--- src/rtl/pattern_sequencer.sv ---
// Frame-synchronous scheduler for the three test-pattern generators.
// Selects composite or single source, advancing on step or auto timer.
module pattern_sequencer #(
  parameter int FRAMES_PER_MODE = 120,
  parameter int CNT_W           = 8
) (
  input  logic       clk,
  input  logic       rst_n,
  input  logic [9:0] x,
  input  logic [8:0] y,
  input  logic       active_video,
  input  logic [7:0] rgb0,
  input  logic [7:0] rgb1,
  input  logic [7:0] rgb2,
  input  logic       auto_en,
  input  logic       step,
  output logic [7:0] rgb,
  output logic [1:0] mode,
  output logic       frame_tick
);

  typedef enum logic [1:0] {
    M_COMP = 2'd0,
    M_FONT = 2'd1,
    M_PAL  = 2'd2,
    M_BARS = 2'd3
  } mode_t;

  localparam logic [CNT_W-1:0] CNT_LAST =
    CNT_W'(FRAMES_PER_MODE - 1);

  mode_t            mode_q;
  logic [CNT_W-1:0] cnt;
  logic             step_pending;
  logic             xy_zero_d;
  logic             xy_zero;
  logic             fs;
  logic             adv_auto;
  logic             advance;
  logic [7:0]       sel;

  assign xy_zero  = (x == 10'd0) && (y == 9'd0);
  assign fs       = xy_zero & ~xy_zero_d;
  assign adv_auto = auto_en && (cnt == CNT_LAST);
  assign advance  = fs && (step_pending || step || adv_auto);
  assign mode     = mode_q;

  // Source mux for the current mode; composite wraps modulo 256
  always_comb begin
    sel = 8'h00;
    unique case (mode_q)
      M_COMP: sel = rgb0 + rgb1 + rgb2;
      M_FONT: sel = rgb0;
      M_PAL:  sel = rgb1;
      M_BARS: sel = rgb2;
    endcase
  end

  // Origin edge detect; starts at 1 so reset never fakes a frame start
  always_ff @(posedge clk or negedge rst_n) begin
    if (!rst_n) begin
      xy_zero_d  <= 1'b1;
      frame_tick <= 1'b0;
    end else begin
      xy_zero_d  <= xy_zero;
      frame_tick <= fs;
    end
  end

  // Collapse any number of steps into one advance at the next frame start
  always_ff @(posedge clk or negedge rst_n) begin
    if (!rst_n)
      step_pending <= 1'b0;
    else if (fs)
      step_pending <= 1'b0;
    else if (step)
      step_pending <= 1'b1;
  end

  // Frames spent in the current mode; held at zero while auto is off
  always_ff @(posedge clk or negedge rst_n) begin
    if (!rst_n)
      cnt <= '0;
    else if (!auto_en || advance)
      cnt <= '0;
    else if (fs)
      cnt <= cnt + 1'b1;
  end

  // Mode steps 0->1->2->3->0, only ever on a frame start
  always_ff @(posedge clk or negedge rst_n) begin
    if (!rst_n)
      mode_q <= M_COMP;
    else if (advance)
      mode_q <= mode_t'(2'(mode_q + 2'd1));
  end

  // Registered pixel output, blanked outside the visible area
  always_ff @(posedge clk or negedge rst_n) begin
    if (!rst_n)
      rgb <= 8'h00;
    else
      rgb <= active_video ? sel : 8'h00;
  end

endmodule

--- config.mk ---
export PLATFORM = sky130hd
export DESIGN_NAME = pattern_sequencer
export DESIGN_NICKNAME = d
export VERILOG_FILES = /design/src/rtl/pattern_sequencer.sv
export SDC_FILE = /design/constraint.sdc
export NUM_CORES = 1
export LEC_CHECK = 0
export BUFFER_PORTS_ARGS = -buffer_cell sky130_fd_sc_hd__buf_2
export CAP_MARGIN = 20
export CORE_MARGIN = 5
export CORE_UTILIZATION = 44
export CTS_CLUSTER_SIZE = 14
export DETAILED_ROUTE_END_ITERATION = 16
export GPL_ROUTABILITY_DRIVEN = 0
export GPL_TIMING_DRIVEN = 0
export PLACE_DENSITY = 0.75
export SYNTH_ARGS = -nofsm -noshare
export SYNTH_HDL_FRONTEND = slang
export SYNTH_SLANG_ARGS = --single-unit
--- constraint.sdc ---
create_clock -name clk -period 1.8 [get_ports clk]
set_input_delay 0.36 -clock clk [delete_from_list [all_inputs] [get_ports clk]]
set_output_delay 0.36 -clock clk [all_outputs]
set_load 0.02 [all_outputs]
==> results of run 1 <==
[metal layers]
layer / global-route usage [%] / vias up
li1: - / 725
met1: 17.04 / 706
met2: 30.51 / 39
met3: 2.174 / 6
met4: 4.255 / 0
met5: 0 / -
[metrics by stage]
step	hold WS (ns)	util, %
floorplan	0.06441	-
global placement	0.3368	57.03
detailed placement	0.3443	57.03
CTS	0.01116	60.87
global route	0.02090	62.24
finish	-0.006964	62.24
[cell usage in the layout (no fill, tap or decap), drive strengths merged, types with 6 or more instances in the layout]
| master | netlist | routed |
|---|---|---|
| buf | 2 | 71 |
| dfrtp | 20 | 20 |
| nand2 | 16 | 16 |
| ha | 11 | 11 |
| nor2 | 9 | 9 |
| fa | 8 | 8 |
| inv | 8 | 8 |
| a222oi | 7 | 7 |
| o21ai | 7 | 7 |
| a21oi | 7 | 7 |
| clkbuf | 6 | 6 |
[cells by family (layout without fill, tap and decap cells)]
logic type / Yosys count / after routing / synth area share [%]
AO/OA/AOI/OAI: 38 / 38 / 17.37
XOR/XNOR: 7 / 7 / 3.904
adder cells (fa/ha/maj): 19 / 19 / 18.96
buffers and inverters: 16 / 85 / 4.382
flip-flops: 21 / 21 / 33.55
multiplexers: 3 / 3 / 1.992
AND/OR/NAND/NOR: 60 / 60 / 19.84
[worst max path at each step]
stage	start	endpoint	depth (start not counted)
6_report	rgb0[1]	rgb[7]	10
3_5_place_dp	rgb0[1]	rgb[7]	10
4_1_cts	rgb2[1]	rgb[7]	10
3_3_place_gp	rgb0[1]	rgb[7]	10
2_1_floorplan	rgb0[1]	rgb[7]	9
5_1_grt	rgb0[1]	rgb[7]	10
[timing repair]
| action | in CTS | in global routing |
|---|---|---|
| hold endpoints to repair | 0 | 0 |
| resized for setup | 14 | 9 |
| hold buffers | 0 | 0 |
| buffers inserted | 7 | 7 |
| pin swaps | 14 | 11 |
| endpoints found under the setup margin | 9 | 14 |
[state kept, by name, indices dropped and copies added (netlist names)]
| register | flops |
|---|---|
| cnt | 8 |
| frame_tick | 1 |
| mode | 2 |
| rgb | 8 |
| step_pending | 1 |
| xy_zero_d | 1 |
[final cells by class]
cell class / count / area, um2 / area share, %
Inverter: 8 / 30.03 / 1.423
Tap cell: 46 / 57.56 / 2.728
Timing Repair Buffer: 70 / 402.9 / 19.10
Multi-Input combinational cell: 127 / 1046 / 49.58
Sequential cell: 21 / 526.8 / 24.97
Clock buffer: 4 / 26.28 / 1.246
Buffer: 3 / 20.02 / 0.9490
[power by group]
| part | leakage (nW) | internal [mW] | switching (mW) |
|---|---|---|---|
| combinational | 0.698 | 0.207 | 0.229 |
| sequential | 0.276 | 0.508 | 0.0108 |
| clock | 0.0150 | 0.0861 | 0.141 |
==> impl_results.md, run 1 <==
- Final hold viol count: 18
- Largest delay contributor family on the critical path: adder cells
- Crit path cell chain: buf_6 > fa_1 > ha_2 > inv_2 > fa_2 > nor2b_2 > o21bai_1 > a21oi_2 > xnor2_1 > a21oi_1
- Ports: 59
- Violated checks: negative hold slack, negative setup slack
- GRT overflow: 0
- Top cells by area, synth: dfrtp_1 32%, fa_1 10%, ha_1 8.8%, a222oi_1 4.5%, nand2_1 3.8%
- Pwr Density: 560.3 nW/um2
- CP Buf/Inv Count: 2
- Max clock buf depth: 2
- Slew @ Worst Pin: 0.4601 ns
- Met2 wire len: 2177 um
- Layout cell share with drive strength beyond 1: 41.63%
- Initial Util: 46.33%
- CP max-delay cell: fa_1
- Mean post-synth cell area: 9.575 um2
- DP HPWL: 2895 um
- Die Area: 4864 um2
- Pre-CTS WS: -0.6318 ns
- Reg clk slew, reported paths: 0.12 ns
- Final Setup Violations: 4
- Max Cap Viol: 0
- Max Used Layer: met4
- R2r startpoint: cnt[0]
- Clk Latency, worst-skew pair: 0.30 ns
- Worst hold slack: -0.006964 ns
- Syn nets: 231
- Post-DR vias/cell: 5.290
- # port buffers: 57
- Hold Path Class: in2async
- Seq cells post-synth: 21
- Area leader, netlist: dfrtp_1
- Worst reg2reg path depth: 6
- Antenna Cells: 0
- Reg2Reg Setup Slack: -0.08 ns
- H-Tree Depth: 1
- Clock sinks: 21
- Number of global-route vias before repair: 1544
- Status: finished, violations left
- Cells after DPL: 267
- Worst setup margin: -0.1877 ns
- PnR Total Power: 1.182 mW
- Tmin final: 1.988 ns
- CTS root buf: clkbuf_4
- Worst EP required: 1.99 ns
- RSZ-0062 raised after global routing: true
- Total core area: 3390 um2
- Arrival @ worst endpoint: 2.17 ns
- Post-synth top cells: 20 x dfrtp_1, 16 x nand2_1, 11 x ha_1, 9 x nor2_1
- Nets: 301
- Met3 WL: 177 um
- Overall routed net length: 3929 um
- Setup TNS: -0.4984 ns
- EDFF count, synth: 0
- Relative slew slack: 69.32%
- Synth unique cells: 44
- Worst Clk Skew: 0.003774 ns
- Initial antenna violation count: 0
- Mapped Area: 1570 um2
- Die height: 69.74 um
- Largest net degree at the start of global routing: 22
- Die Width: 69.74 um
- Async SR Flop Fraction: 100.0%
- GRT Total Usage: 15.50%
- Final std cells w/o fill: 279
- Filler cells: 306
- Critical path class: in2reg
- Post-route cell area: 2110 um2
- DR WL/cell: 14.08 um
- DR pass1 iterations: 7
- DR vias: 1476
- Cells after synthesis: 164
- Row count: 21
- Yosys Warn Count: 0
- Final period util: 110.4%
- First-pass GRT wire length: 6410 um
- CTS buffer count: 3
- Antenna viol nets, final: 0
- CTS tree: built
- Max frequency: 0.5031 GHz
- CP startpoint kind: primary input
- Worst-path fanout max: 2
- Area grow syn2layout: 34.34%
- Largest stage delay, worst path: 0.54 ns
- Share of the synthesized area in the top cell type: 31.87%
- Most numerous cell in the Yosys netlist: dfrtp_1
- Reg2reg end: cnt[3]
- CP Capture Type: register
- Placed Area: 1933 um2
- Seq/Total Area, Yosys: 33.55%
- Lkg Pwr: 0.9887 nW
- Drc violations: 0
- Met1 Wirelength: 1528 um
- Slew Viols, Final: 0
- Max IR drop VDD: 306.8 uV
- Top_reg_cell synth: dfrtp_1
- Drt first-iter violations: 100
Power figures use the tool's default switching activity.
==> run 2, diff against run 1 <==
==> config.mk (replaced) <==
export PLATFORM = sky130hd
export DESIGN_NAME = pattern_sequencer
export DESIGN_NICKNAME = d
export VERILOG_FILES = /design/src/rtl/pattern_sequencer.sv
export SDC_FILE = /design/constraint.sdc
export NUM_CORES = 1
export LEC_CHECK = 0
export CAP_MARGIN = 20
export CORE_MARGIN = 5
export CORE_UTILIZATION = 50
export CTS_CLUSTER_SIZE = 14
export DETAILED_ROUTE_END_ITERATION = 16
export DONT_BUFFER_PORTS = 1
export GPL_ROUTABILITY_DRIVEN = 0
export GPL_TIMING_DRIVEN = 0
export PLACE_DENSITY = 0.67
export REMOVE_ABC_BUFFERS = 1
export SYNTH_ARGS = -nofsm -noshare
export SYNTH_HDL_FRONTEND = slang
export SYNTH_SLANG_ARGS = --single-unit
==> impl_results.md, run 2 (synthesized netlist as in run 1, its figures left out) <==
- Die Width: 66.04 um
- Crit path cell chain: fa_1 > ha_1 > inv_1 > fa_2 > nor2b_4 > o21bai_2 > a21oi_2 > xnor2_1 > a21oi_1
- Ports: 59
- # port buffers: 0
- Clk Latency, worst-skew pair: 0.29 ns
- Commonest non-fill, non-tap cell in the layout: dfrtp_1
- R2r startpoint: cnt[1]
- Relative slew slack: 77.85%
- DP HPWL: 2577 um
- Footprint of the multi-input gates: 1061 um2
- Pwr Density: 588.7 nW/um2
- DR WL/cell: 16.50 um
- Met1 GRT Util: 18.54%
- Worst Min Path Start: active_video
- Post-DR vias/cell: 5.770
- Lkg Pwr: 0.7440 nW
- H-Tree Depth: 1
- Tmin final: 1.921 ns
- Max clock buf depth: 2
- CP startpoint kind: primary input
- Worst hold slack: 0.1671 ns
- Pre-CTS WS: -0.5756 ns
- Overall routed net length: 3580 um
- CP max-delay cell: fa_1
- Reg clk slew, reported paths: 0.11 ns
- Total core area: 3028 um2
- Final hold viol count: 0
- Area grow syn2layout: 16.10%
- Initial antenna violation count: 0
- GR peak layer: met2
- Clock sinks: 21
- Hold Crit Endpoint: rgb[7]
- Worst-path fanout max: 2
- Most frequent cells in the layout: 18 x dfrtp_1, 15 x nand2_1, 10 x buf_4, 9 x nor2_1, 8 x inv_1
- Violated checks: negative setup slack
- Max Cap Viol: 0
- CP Buf/Inv Count: 1
- Layout cell share with drive strength beyond 1: 21.39%
- Largest delay contributor family on the critical path: adder cells
- DR pass1 iterations: 5
- Drt first-iter violations: 66
- Row count: 20
- Antenna viol nets, final: 0
- Met2 Usage GRT: 31.79%
- Largest net degree at the start of global routing: 22
- Max frequency: 0.5207 GHz
- Reg2Reg Setup Slack: -0.07 ns
- Final period util: 106.7%
- Arrival @ worst endpoint: 2.09 ns
- CTS root buf: clkbuf_4
- Worst Hold Depth: 2
- RSZ-0062 raised after global routing: true
- Initial Util: 51.86%
- Hold Path Class: in2reg
- Status: finished, violations left
- Die height: 66.04 um
- GRT Total Usage: 16.73%
- First-pass GRT wire length: 5644 um
- Filler cells: 279
- Die Area: 4361 um2
- Reg2reg end: cnt[3]
- CTS tree: built
- Largest stage delay, worst path: 0.53 ns
- GRT overflow: 0
- Slew Viols, Final: 0
- Met3 GRT Util: 3.231%
- Slew @ Worst Pin: 0.3323 ns
- CTS buffer count: 3
- Critical path class: in2reg
- Nets: 241
- Worst Clk Skew: 0.001727 ns
- Worst setup margin: -0.1206 ns
- Seq. cell area: 529.3 um2
- Worst EP required: 1.97 ns
- DR vias: 1252
- Antenna Cells: 0
- CP Capture Type: register
- Worst reg2reg path depth: 6
- Final Setup Violations: 4
- Drc violations: 0
- Max IR drop VDD: 280.8 uV
- Number of global-route vias before repair: 1313
[run 2: routing by layer]
metal	part of all wire [%]	wire length [um]
met3	6.3	224
met2	56	1991
met5	0	0
met4	0.53	19
met1	38	1344
[run 2: what timing repair did]
item | 4_1_cts | 5_1_grt
endpoints found under the hold margin | 21 | 0
setup buffers | 5 | 6
endpoints found under the setup margin | 12 | 13
pin swaps | 4 | 4
hold buffers | 1 | 0
gates resized for setup | 8 | 13
[run 2: cell type report]
type                       count  area share (%)
multi-input combinational    127           58.20
inverter                       8           1.647
timing repair buffer          13           6.657
tap                           44           3.020
sequential                    21           29.03
clock buffer                   4           1.441
[run 2: how the worst max path moves through the flow]
stage	from	endpoint	depth (start not counted)
4_1_cts	rgb0[1]	rgb[7]	9
5_1_grt	rgb0[1]	rgb[7]	9
6_report	rgb0[1]	rgb[7]	9
3_5_place_dp	rgb0[1]	rgb[7]	9
2_1_floorplan	rgb0[1]	rgb[7]	9
3_3_place_gp	rgb0[1]	rgb[7]	9
[run 2: where the power goes]
group / switching (mW) / total, mW / internal (mW)
sequential: 0.0667 / 0.575 / 0.509
clock: 0.128 / 0.214 / 0.0860
combinational: 0.135 / 0.283 / 0.148
total: 0.330 / 1.07 / 0.743
[run 2: per-stage QoR]
| stage | total power, mW | std cells | utilization, % | cell area (um2) | TNS [ns] |
|---|---|---|---|---|---|
| 3_5_place_dp | 0.8227 | 200 | 52.40 | 1587 | -2.568 |
| 4_1_cts | 1.063 | 210 | 55.91 | 1693 | -0.1686 |
| 5_1_grt | 1.148 | 217 | 60.21 | 1823 | -0.5845 |
| 6_report | 1.073 | 217 | 60.21 | 1823 | -0.2140 |
| 3_3_place_gp | 0.8149 | 200 | 52.40 | 1587 | -2.252 |
| 2_1_floorplan | 0.7758 | 156 | - | 1531 | -1.033 |
[run 2: worst register-to-register path, delay by kind of cell, from the launching register on]
| family | cells | cell delay (ns) |
|---|---|---|
| compound gates | 2 | 0.29 |
| simple gates | 3 | 0.88 |
| fa+ha+maj | 1 | 0.21 |
| flops | 1 | 0.41 |
==> run 3, diff against run 2 <==
--- a/config.mk
+++ b/config.mk
@@ -5,7 +5,9 @@
 export SDC_FILE = /design/constraint.sdc
 export NUM_CORES = 1
 export LEC_CHECK = 0
+export ABC_AREA = 1
 export CAP_MARGIN = 20
+export CORE_ASPECT_RATIO = 1.1
 export CORE_MARGIN = 5
 export CORE_UTILIZATION = 50
 export CTS_CLUSTER_SIZE = 14
@@ -13,6 +15,7 @@
 export DONT_BUFFER_PORTS = 1
 export GPL_ROUTABILITY_DRIVEN = 0
 export GPL_TIMING_DRIVEN = 0
+export HOLD_SLACK_MARGIN = 0.1
 export PLACE_DENSITY = 0.67
 export REMOVE_ABC_BUFFERS = 1
 export SYNTH_ARGS = -nofsm -noshare
==> impl_results.md, run 3 <==
- Status: complete, no violations
- Worst EP required: 2.01 ns
- Drc violations: 0
- Worst Clk Skew: 0.01371 ns
- Pre-CTS WS: -0.4596 ns
- Met1 Wirelength: 1564 um
- Top_reg_cell synth: dfrtp_1
- Post-synth top cells: 78 x nand2_1, 29 x inv_1, 20 x dfrtp_1, 20 x nor2_1, 12 x a21oi_1
- Final Setup Violations: 0
- Nets: 307
- Relative slew slack: 75.15%
- Yosys Warn Count: 0
- Die Area: 4797 um2
- DR vias: 1473
- Reg2reg end: rgb[3]
- Commonest non-fill, non-tap cell in the layout: nand2_1
- EDFF count, synth: 0
- Area leader, netlist: dfrtp_1
- Max IR drop VDD: 341.1 uV
- Seq cells post-synth: 21
- Ports: 59
- Max Cap Viol: 0
- Worst reg2reg path depth: 6
- Tmin final: 1.728 ns
- Crit path cell chain: fa_1 > ha_2 > inv_2 > fa_2 > o21bai_4 > and2_1 > o21ai_1 > nand2_1 > inv_1
- Met3 WL: 157 um
- Filler cells: 346
- Largest stage delay, worst path: 0.53 ns
- Initial Util: 52.27%
- GRT overflow: 0
- Combinational power share: 28.2%
- H-Tree Depth: 1
- Int Pwr: 0.7322 mW
- Reg power frac: 50.7%
- Pwr Density: 590.1 nW/um2
- Reg clk slew, reported paths: 0.13 ns
- R2r startpoint: mode[0]
- Die Width: 66.50 um
- DR pass1 iterations: 4
- CP Capture Type: register
- Hold Crit Endpoint: rgb[2]
- Worst setup margin: 0.07160 ns
- First-pass GRT wire length: 6154 um
- Antenna Cells: 0
- Area grow syn2layout: 7.270%
- Row count: 22
- Overall routed net length: 3711 um
- Final hold viol count: 0
- Adder-cell area share of the yosys netlist: 16.96%
- Arrival @ worst endpoint: 1.94 ns
- Max frequency: 0.5786 GHz
- # port buffers: 0
- Share of the synthesized area in the top cell type: 28.51%
- Synth unique cells: 28
- Sw frac: 34.11%
- Die height: 72.15 um
- Worst-path fanout max: 3
- Layout cell share with drive strength beyond 1: 10.04%
- Mapped Area: 1755 um2
- Post-route cell area: 1883 um2
- Lkg Pwr: 0.9428 nW
- Clk Latency, worst-skew pair: 0.31 ns
- Mux contribution to synthesized area: 0%
- CP Buf/Inv Count: 2
- Slew Viols, Final: 0
- Simple-Gate Fraction of Synth Area: 32.22%
- Slew @ Worst Pin: 0.3728 ns
- P_sw: 0.3791 mW
- Reg2Reg Setup Slack: 0.26 ns
- CTS tree: built
- PnR Total Power: 1.111 mW
- Post-DR vias/cell: 5.132
- Post-synthesis compound-gate area fraction: 8.482%
- Antenna viol nets, final: 0
- DP HPWL: 2928 um
- Total core area: 3358 um2
- Top cells by area, synth: dfrtp_1 29%, nand2_1 17%, fa_1 9.1%, ha_1 7.8%, inv_1 6.2%
- CTS root buf: clkbuf_4
- Worst Hold Depth: 2
- Largest net degree at the start of global routing: 22
- Number of global-route vias before repair: 1399
- Combinational family with the most area after synthesis: simple AND/OR/NAND/NOR gates
- Hold Path Class: in2reg
- Initial antenna violation count: 0
- Most numerous cell in the Yosys netlist: nand2_1
- Final period util: 96.02%
- Clock share of power: 21.1%
- Drt first-iter violations: 76
- Clock sinks: 21
- CP startpoint kind: primary input
- Largest delay contributor family on the critical path: adder cells
- Seq/Total Area, Yosys: 30.01%
- Mean post-synth cell area: 7.376 um2
- Async SR Flop Fraction: 100.0%
- Cells after synthesis: 238
- Critical path class: in2reg
- GRT Total Usage: 16.64%
- RSZ-0062 raised after global routing: false
- CTS buffer count: 3
- Placed Area: 1782 um2
- Met2 wire len: 1915 um
- Xor/xnor share of the synthesized area: 3.991%
- CP max-delay cell: fa_1
- Max Used Layer: met4
- Worst Min Path Start: active_video
- Most frequent cells in the layout: 78 x nand2_1, 28 x inv_1, 20 x nor2_1, 18 x dfrtp_1, 12 x a21oi_1
- CP Launch Point: rgb0[1]
- DR WL/cell: 12.93 um
- Max clock buf depth: 2
- Util after Layout: 56.07%
[run 3: repair_timing]
| action | CTS | global route |
|---|---|---|
| resized for setup | 5 | 5 |
| setup buffers | 1 | 0 |
| endpoints found under the setup margin | 2 | 4 |
| pin swaps | 5 | 2 |
| endpoints found under the hold margin | 21 | 0 |
| hold buffers | 1 | 0 |
[run 3: layer usage]
metal / track usage, % / up-vias
met5: 0 / -
met4: 7.675 / 0
met3: 2.012 / 4
met2: 29.33 / 31
met1: 19.96 / 677
li1: - / 761
[run 3: power groups by stage]
stage / Combinational (mW) / Sequential (mW) / Clock [mW]
after floorplan: 0.226 / 0.567 / 0
final: 0.313 / 0.564 / 0.234
after detailed placement: 0.275 / 0.576 / 0
after CTS: 0.298 / 0.566 / 0.246
after global placement: 0.267 / 0.574 / 0
after global routing: 0.367 / 0.568 / 0.265
[run 3: worst max path at each step]
stage / end / slack (ns) / cells after the start
finish: rgb[5] / 0.07 / 9
global route: rgb[7] / 0.01 / 10
CTS: rgb[5] / -0.004 / 9
detailed placement: rgb[7] / -0.46 / 10
global placement: rgb[7] / -0.46 / 10
floorplan: rgb[7] / -0.31 / 10
[run 3: final cells by class]
class	instances	area, um2	area share (%)
multi-input combinational	181	1106	58.74
inverter	30	112.6	5.980
tap	48	60.06	3.189
clock buffer	3	22.52	1.196
clock inverter	1	7.507	0.3987
sequential	21	529.3	28.11
timing repair buffer	3	45.04	2.392
[run 3: worst reg2reg max path: cells and delay by family, from the launching register on]
kind                       cells  cell delay [ns]
buffers and inverters          2             0.26
and+or+nand+nor                2             0.15
AOI/OAI and AO/OA              1             0.24
adders and majority gates      1             0.29
DFF                            1             0.49
[run 3: kinds of logic after synthesis]
logic type | after synthesis
compound gates | 25
xor+xnor | 8
fa+ha+maj | 19
buf+inv | 36
flops | 21
simple gates | 129
[run 3: per-stage QoR]
step	cells	TNS [ns]	hold slack, ns
after floorplan	232	-0.6937	0.06441
after global placement	280	-1.251	0.06525
after detailed placement	280	-1.303	0.06536
after CTS	286	-0.004094	0.1333
after global routing	287	0	0.1498
final	287	0	0.1474
